### config.mk
export PLATFORM = sky130hd
export DESIGN_NAME = pg_port_tx_gate
export DESIGN_NICKNAME = d
export VERILOG_FILES = /design/src/rtl/pg_port_tx_gate.sv
export SDC_FILE = /design/constraint.sdc
export NUM_CORES = 1
export LEC_CHECK = 0
export CORE_AREA = 2 2 459 461
export DETAILED_ROUTE_END_ITERATION = 10
export DIE_AREA = 0 0 461 463
export SETUP_SLACK_MARGIN = 0.2
export SYNTH_ARGS = -nofsm -noshare
export SYNTH_HDL_FRONTEND = slang
export SYNTH_SLANG_ARGS = --single-unit
### constraint.sdc
create_clock -name clk -period 17.2 [get_ports clk]
set_input_delay 3.44 -clock clk [delete_from_list [all_inputs] [get_ports clk]]
set_output_delay 3.44 -clock clk [all_outputs]
set_load 0.05 [all_outputs]
### src/rtl/pg_port_tx_gate.sv
// AFU port TX gate: one-stage AXI-S output register that closes packets cut by a port reset.
// Optional statistics counters (pkt_cnt, trunc_cnt) are built in with `define PG_PORT_TX_GATE_STATS_EN.
module pg_port_tx_gate #(
  parameter int TDATA_WIDTH = 512,
  parameter int TUSER_WIDTH = 10,
  parameter int POISON_BIT  = 0
) (
  input  logic                     clk,
  input  logic                     rst_n,
  input  logic                     port_rst_n,
  input  logic                     s_tvalid,
  output logic                     s_tready,
  input  logic [TDATA_WIDTH-1:0]   s_tdata,
  input  logic [TDATA_WIDTH/8-1:0] s_tkeep,
  input  logic [TUSER_WIDTH-1:0]   s_tuser,
  input  logic                     s_tlast,
  output logic                     m_tvalid,
  input  logic                     m_tready,
  output logic [TDATA_WIDTH-1:0]   m_tdata,
  output logic [TDATA_WIDTH/8-1:0] m_tkeep,
  output logic [TUSER_WIDTH-1:0]   m_tuser,
  output logic                     m_tlast
`ifdef PG_PORT_TX_GATE_STATS_EN
  ,
  output logic [31:0]              pkt_cnt,
  output logic [15:0]              trunc_cnt
`endif
);

  localparam int KEEP_WIDTH = TDATA_WIDTH / 8;
  localparam logic [TUSER_WIDTH-1:0] POISON_USER = TUSER_WIDTH'(1) << POISON_BIT;

  typedef enum logic [1:0] {RUN_IDLE, RUN_PKT, TRUNC, BLOCK} state_t;

  state_t                   state_reg;
  logic                     m_tvalid_reg;
  logic                     m_tlast_reg;
  logic [TDATA_WIDTH-1:0]   m_tdata_reg;
  logic [KEEP_WIDTH-1:0]    m_tkeep_reg;
  logic [TUSER_WIDTH-1:0]   m_tuser_reg;

  logic out_free;
  logic s_ready;
  logic accept;
  logic term_load;
  logic load;

  // Output slot can take a new beat when empty or when its current beat leaves this cycle.
  assign out_free = !m_tvalid_reg || m_tready;

  always_comb begin
    s_ready = 1'b0;
    if (rst_n) begin
      case (state_reg)
        RUN_IDLE, RUN_PKT: s_ready = port_rst_n && out_free;
        BLOCK:             s_ready = 1'b1;
        default:           s_ready = 1'b0;
      endcase
    end
  end

  assign accept    = s_tvalid && s_ready &&
                     ((state_reg == RUN_IDLE) || (state_reg == RUN_PKT));
  assign term_load = (state_reg == TRUNC) && out_free;
  assign load      = accept || term_load;

  always_ff @(posedge clk or negedge rst_n) begin
    if (!rst_n) begin
      state_reg    <= RUN_IDLE;
      m_tvalid_reg <= 1'b0;
      m_tlast_reg  <= 1'b0;
    end else begin
      if (load) begin
        m_tvalid_reg <= 1'b1;
        m_tlast_reg  <= term_load ? 1'b1 : s_tlast;
      end else if (m_tready) begin
        m_tvalid_reg <= 1'b0;
      end
      case (state_reg)
        RUN_IDLE: begin
          if (!port_rst_n)             state_reg <= BLOCK;
          else if (accept && !s_tlast) state_reg <= RUN_PKT;
        end
        RUN_PKT: begin
          // A port reset mid-packet always owes the sink a terminating beat.
          if (!port_rst_n)            state_reg <= TRUNC;
          else if (accept && s_tlast) state_reg <= RUN_IDLE;
        end
        TRUNC: begin
          if (term_load) state_reg <= BLOCK;
        end
        BLOCK: begin
          if (port_rst_n) state_reg <= RUN_IDLE;
        end
        default: state_reg <= RUN_IDLE;
      endcase
    end
  end

  // Payload is meaningless while m_tvalid is low, so it carries no reset.
  always_ff @(posedge clk) begin
    if (load) begin
      if (term_load) begin
        m_tdata_reg <= '0;
        m_tkeep_reg <= '0;
        m_tuser_reg <= POISON_USER;
      end else begin
        m_tdata_reg <= s_tdata;
        m_tkeep_reg <= s_tkeep;
        m_tuser_reg <= s_tuser;
      end
    end
  end

  assign s_tready = s_ready;
  assign m_tvalid = m_tvalid_reg;
  assign m_tlast  = m_tlast_reg;
  assign m_tdata  = m_tdata_reg;
  assign m_tkeep  = m_tkeep_reg;
  assign m_tuser  = m_tuser_reg;

`ifdef PG_PORT_TX_GATE_STATS_EN
  logic [31:0] pkt_cnt_reg;
  logic [15:0] trunc_cnt_reg;

  always_ff @(posedge clk or negedge rst_n) begin
    if (!rst_n) begin
      pkt_cnt_reg   <= '0;
      trunc_cnt_reg <= '0;
    end else begin
      if (m_tvalid_reg && m_tready && m_tlast_reg) pkt_cnt_reg <= pkt_cnt_reg + 32'd1;
      if (term_load && (trunc_cnt_reg != 16'hFFFF)) trunc_cnt_reg <= trunc_cnt_reg + 16'd1;
    end
  end

  assign pkt_cnt   = pkt_cnt_reg;
  assign trunc_cnt = trunc_cnt_reg;
`endif

endmodule

==> metrics.txt <==
number of synthesized register bits between 500 and 600; Synth top area share about four fifths; Max Slew Vio Count 0; total wire length between 150,000 and 200,000 um; cell area after synthesis around 0.022 mm^2; Critical Path End Type output port; Worst-Skew Late Latency roughly 0.69 ns; Final Skew 0.0219 ns; Setup crit end s_tready; Peak VDD IR 0.000101 V; most common cell after layout, fill and taps aside clkdlybuf4s50_1; Initial DRT Pass Iterations 4; P_sw slightly above 3000 uW; DP HPWL roughly 150,000 um; Data arrival, critical path ~5.6 ns; Slew HR about 25%; Longest Clk Path Bufs 3; die width 461 um; antenna violations before repair 287; Power Dens Cells about 180 mW/mm^2; Nets 3,065; CP max-delay cell clkdlybuf4s50_1; P&R area growth vs syn 79.9%; DR iter-0 viols about 960; share of cells above drive strength 1 5.32%; sequential share of the synthesized area 80.3%; buffers added on ports between 1,000 and 1,500; combinational fraction of design power between 40% and 50%; Leak Pwr between 0.01 and 0.015 uW; Sw Share a little over two fifths; CP Data Required Time 13.76 ns; crit-path cells clkdlybuf4s50_1, inv_1, o31ai_1, and2_1, clkdlybuf4s50_1; top cells by area, synth edfxtp_1 (80%), and2_1 (17%), buf_6 (1.8%), dfrtp_1 (0.45%), clkbuf_1 (0.32%); row count approximately 170; Initial Util between 10% and 20%; routed vias between 15,000 and 20,000; Post-CTS Resized 0; xor and xnor area share after synthesis 0%; Startpoint Class input pin; min Tclk post-route around 9.0 ns; setup TNS 0 ns; Post-Syn Area per Cell 17.4 um^2; R2R depth 5; fmax approximately 0.11 GHz; Reg2Reg Launch Point state_reg[1]$_DFFE_PN0P_; Routed WL per cell between 30 and 40 um; Hold Path Class flip-flop to flip-flop; final core occ about a fifth; Top cell by count, worst path clkdlybuf4s50_1; clock edge transition at the registers on the reported setup and hold paths roughly 0.06 ns; residual DRC count 0; Seq pwr share between 30% and 40%; H-Tree Depth 3; post-synthesis compound-gate area fraction less than 1%; Slew @ Worst Pin ~1.1 ns; Post-Synth Adder-Cell Area 0%; Net Count, Synth between 1,500 and 2,000; Synth Area in Simple Gates roughly 17%; Sinks on Clock Net a little under 600; Fin Hold WS approximately 0.58 ns; combinational family with the most area after synthesis simple AND/OR/NAND/NOR gates; Yosys Warn Count 0; grt ovf 0; Final setup viols 0; Worst R2R End m_tdata[401]$_SDFFCE_PP0P_; largest net degree at the start of global routing 160; hold-fix buffer count after cts 0; final hold vios 0; PnR worst setup slack 8.18 ns; multiplexer area fraction after synthesis 0%; most frequent cells in the layout clkdlybuf4s50_1 (1,180), and2_1 (586), edfxtp_1 (586); GRT Total Usage approximately 16%; DIE AREA ~0.21 mm^2; first-pass GRT wire length between 200,000 and 250,000 um; Reg2Reg Setup Slack between 10 and 15 ns; CTS tree built; CP startpoint port_rst_n; unrepaired setup endpoints after global routing no; internal power 3990 uW; vias in the first global route approximately 16,000; Synth Instances 1,264; Yosys top cell by area edfxtp_1; antenna-violating nets left 0; CP Class input pin to output port; CP peak stage delay about 0.85 ns; result of the run finished clean; max cap viols 0; Clock Power Share approximately a quarter; critical path peak fanout 5; Placer Congestion around 0.9; crit share post-route a little over half; die height between 400 and 500 um; Post-CTS Setup Bufs 0; DR vias/cell between 3 and 4; I/O pins 1,181; Num CTS Buffers 81; pre-CTS WS around 8.2 ns; max reg flops about 510; Unique masters post-synth 23; clk root buf clkbuf_16; core area between 0.2 and 0.25 mm^2
==> power groups by stage <==
stage               clock (uW)  combinational [uW]  sequential (uW)
floorplan                    0                 515             3810
global placement             0                3140             2350
detailed placement           0                3160             2360
CTS                       1720                3170             2340
global route              1770                3200             2370
finish                    1660                3080             2330
==> critical path: cells and delay by family <==
kind | cells | cell delay, ns
AND/OR/NAND/NOR | 1 | 0.28
buffers and inverters | 3 | 1.58
AO/OA/AOI/OAI | 1 | 0.28
==> synth_stat cells <==
cell        n
and2_1    586
edfxtp_1  586
buf_6      35
clkbuf_1   19
clkbuf_2   10
dfrtp_1     4
nand2_1     3
nand2b_1    3
nor4_1      3
inv_1       2
a31oi_1     1
buf_2       1
nand2b_2    1
nand2b_4    1
nand3_1     1
nand3b_1    1
nor2_1      1
nor2b_1     1
nor3b_1     1
o211a_1     1
o22ai_1     1
o31ai_1     1
or3_1       1
==> how the worst min path moves through the flow <==
stage	from	endpoint	cells past startpoint
after floorplan	state_reg[0]$_DFFE_PN0P_	state_reg[1]$_DFFE_PN0P_	2
after global routing	m_tlast$_DFFE_PN0P_	m_tlast$_DFFE_PN0P_	2
after global placement	m_tlast$_DFFE_PN0P_	m_tlast$_DFFE_PN0P_	2
final	m_tlast$_DFFE_PN0P_	m_tlast$_DFFE_PN0P_	2
after detailed placement	m_tlast$_DFFE_PN0P_	m_tlast$_DFFE_PN0P_	2
after CTS	m_tlast$_DFFE_PN0P_	m_tlast$_DFFE_PN0P_	2
==> metal layers <==
layer	vias up	GRT usage, %	part of all wire [%]
met2	1175	25.7	46
met1	7722	14.3	31
li1	6936	-	-
met5	-	0	0.98
met4	264	4.31	3.1
met3	493	13.6	19
==> through the flow <==
stage	std cells	total power, uW	instance area (um^2)
global route	5352	7330	39500
floorplan	1264	4330	22000
finish	5401	7060	39600
CTS	5344	7230	39500
detailed placement	5195	5520	36900
global placement	5195	5490	36900
==> cell families after synthesis <==
logic type      count (synthesis)
compound gates                  4
buf+inv                        67
flops                         590
simple gates                  603
==> cell type report <==
| class | count | area, um^2 |
|---|---|---|
| Sequential cell | 590 | 17700 |
| Antenna cell | 57 | 143 |
| Fill cell | 22700 | 169000 |
| Tap cell | 2805 | 3510 |
| Clock buffer | 101 | 2180 |
| Clock inverter | 48 | 364 |
| Timing Repair Buffer | 1191 | 11900 |
| Inverter | 2 | 7.51 |
| Multi-Input combinational cell | 607 | 3820 |
Power figures use the tool's default switching activity.
==> RTL change: new RTL, same settings <==
The option `PG_PORT_TX_GATE_STATS_EN` is turned on by a define.
--- a/src/rtl/pg_port_tx_gate.sv
+++ b/src/rtl/pg_port_tx_gate.sv
@@ -1,5 +1,7 @@
 // AFU port TX gate: one-stage AXI-S output register that closes packets cut by a port reset.
 // Optional statistics counters (pkt_cnt, trunc_cnt) are built in with `define PG_PORT_TX_GATE_STATS_EN.
+`define PG_PORT_TX_GATE_STATS_EN
+
 module pg_port_tx_gate #(
   parameter int TDATA_WIDTH = 512,
   parameter int TUSER_WIDTH = 10,
New outputs: pkt_cnt and trunc_cnt. Check against the original RTL: not settled (the Yosys comparison gave no result); the edit may change what the design does.
==> RTL change against the original RTL <==
Sequential cell count up 48. Worst setup slack worse by 220 ps. Area after synthesis rose by 9.2%. Global-route usage rose by 0.81 points. Design area increased by 7.6%. Synthesized cell count up 16%. Power increased by 6.1%. Wire length grew 5.0%. Fmax fell by 2.4%. Core utilization increased by 1.4 points. Via count is 10% higher. Critical path depth grew 1. Highest routed layer unchanged.
==> RTL change: results (changes against the original RTL) <==
stage	metric	value	unit	change
run_status	status	completed		
clock_network	clk_lat worst skew	720	ps	+30 ps
clock_network	root buffer cell	clkbuf_16		
final_layout	final instance area	0.0426	mm^2	+7.6%
drt	DR vias/cell	3.24		+5.4%
clock_network	postcts setup bufs	0		unchanged
final_layout	layout cells sized above 1	5.35	%	+0.031 points
drt	final wirelength	181000	um	+5.0%
placed_design	DP Wirelength	156000	um	+3.3%
logic_synthesis	Unique masters post-synth	39		+70%
global_routing	GR Util All Layers	16.5	%	+0.81 points
clock_network	H-tree depth	3		unchanged
placed_design	Final GP Congestion	0.913		-0.76%
global_routing	initial antenna violation count	240		-16%
clock_network	clock slew at reported path FFs	50	ps	
pwr	P_leak	14.4	nW	+11%
logic_synthesis	yosys warns	0		unchanged
placed_design	placed insts	5440		+4.7%
logic_synthesis	fraction of post-synthesis cell area in the top cell type by area	73.1	%	-6.7 points
logic_synthesis	EDFF count, synth	586		unchanged
drt	DRT Pass-1 Iters	5		+1
clock_network	CTS Buf Count	84		+3.7%
sta	skew final	46.2	ps	+24.3 ps
min_path	Min-Delay Path Class	reg2reg		
logic_synthesis	top cells by count, synth	and2_1 (591), edfxtp_1 (586), clkbuf_1 (62)		
clock_network	Max Buffers Root-to-Sink	3		unchanged
logic_synthesis	Syn Area/Cell	16.4	um^2	-5.7%
logic_synthesis	Top FF cell, synth	edfxtp_1		
logic_synthesis	Post-Synthesis Net Count	2058		+11%
placed_design	IO Port Bufs	1228		+4.1%
global_routing	largest net degree at the start of global routing	158		-1.3%
final_layout	fillers	22500		-0.98%
placed_design	DP Area	0.0397	mm^2	+7.6%
pwr	VDD IR max	118	uV	+16%
global_routing	first-pass GRT wire length	221000	um	+6.6%
logic_synthesis	Post-synth ARST share	8.15	%	+7.5 points
logic_synthesis	Synth area leaders	edfxtp_1 (73%), and2_1 (15%), dfrtp_1 (5.4%), clkbuf_1 (0.97%), xor2_1 (0.84%)		
final_layout	max FFs per register	512		unchanged
global_routing	vias in the first global route	18300		+12%
drt	Routed WL per cell	32.1	um	+0.47%
logic_synthesis	Seq/Total Area, Yosys	78.6	%	-1.8 points
clock_network	post-CTS sizing	0		unchanged
drt	Iter 0 DRT Violations	1437		+49%
sta	Tightest Pin Transition	1290	ps	+161 ps
setup_path	Crit path arrival time	5800	ps	+220 ps
setup_path	crit path max fanout	11		+6
final_layout	nets@finish	3315		+8.2%
RTL change: cell types whose count changed after synthesis, moves of 5 or more:
cell,unedited run,this run
dfrtp_1,4,52
clkbuf_1,19,62
xor2_1,0,23
and2_1,586,591
nor4_1,3,9
xnor2_1,0,20
nand3_1,1,11
nand4_1,0,17
nor2_1,1,8
nand2_1,3,24
clkbuf_2,10,0
and4_1,0,6
buf_6,35,1
RTL change: cell families after synthesis:
| family | share of synthesized area [%] |
|---|---|
| xor gates and xnor gates | 1.57 |
| and+or+nand+nor | 18.1 |
| muxes | 0.229 |
| AOI/OAI and AO/OA | 0.286 |
| DFF | 78.6 |
| buffers and inverters | 1.18 |
| adders and majority gates | 0.104 |
RTL change: where the power goes:
part | leakage, nW | switching [mW] | internal [mW] | total [mW]
clock | 1.32 | 0.764 | 1.06 | 1.82
sequential | 6.25 | 0.201 | 2.30 | 2.51
combinational | 6.80 | 2.27 | 0.901 | 3.17
RTL change: path summary, 6_finish.rpt:
path	start	endpoint	slack, ps	cells after the start
worst min-delay path	pkt_cnt[26]	pkt_cnt[26]	500	1
worst max-delay path	m_tready	s_tready	7960	6
worst min register to register	pkt_cnt[26]	pkt_cnt[26]	500	1
worst max register to register	m_tvalid	m_tdata[504]	13300	5
min in group asynchronous	rst_n	pkt_cnt[7]	2800	1
max in group asynchronous	rst_n	trunc_cnt[7]	13810	1
RTL change: layout make-up:
| class | count | share of cell area (%) |
|---|---|---|
| Sequential cell | 638 | 44.3 |
| Multi-Input combinational cell | 754 | 11.5 |
| Tap cell | 2805 | 8.23 |
| Timing Repair Buffer | 1239 | 29.1 |
| Antenna cell | 55 | 0.323 |
| Clock inverter | 52 | 1.28 |
| Clock buffer | 99 | 5.19 |
| Inverter | 4 | 0.0352 |
RTL change: per-layer routing:
| layer | wire length (um) | global-route usage [%] |
|---|---|---|
| met5 | 1140 | 0 |
| met4 | 3920 | 3.17 |
| met3 | 32500 | 12.1 |
| met2 | 87300 | 28.1 |
| met1 | 56600 | 16.1 |
RTL change: critical path, cell delays in order:
cell and delay, ps:
clkdlybuf4s50_1 570, nand2b_1 410, nand2_1 110, o21ai_0 230
and2_1 210, clkdlybuf4s50_1 820
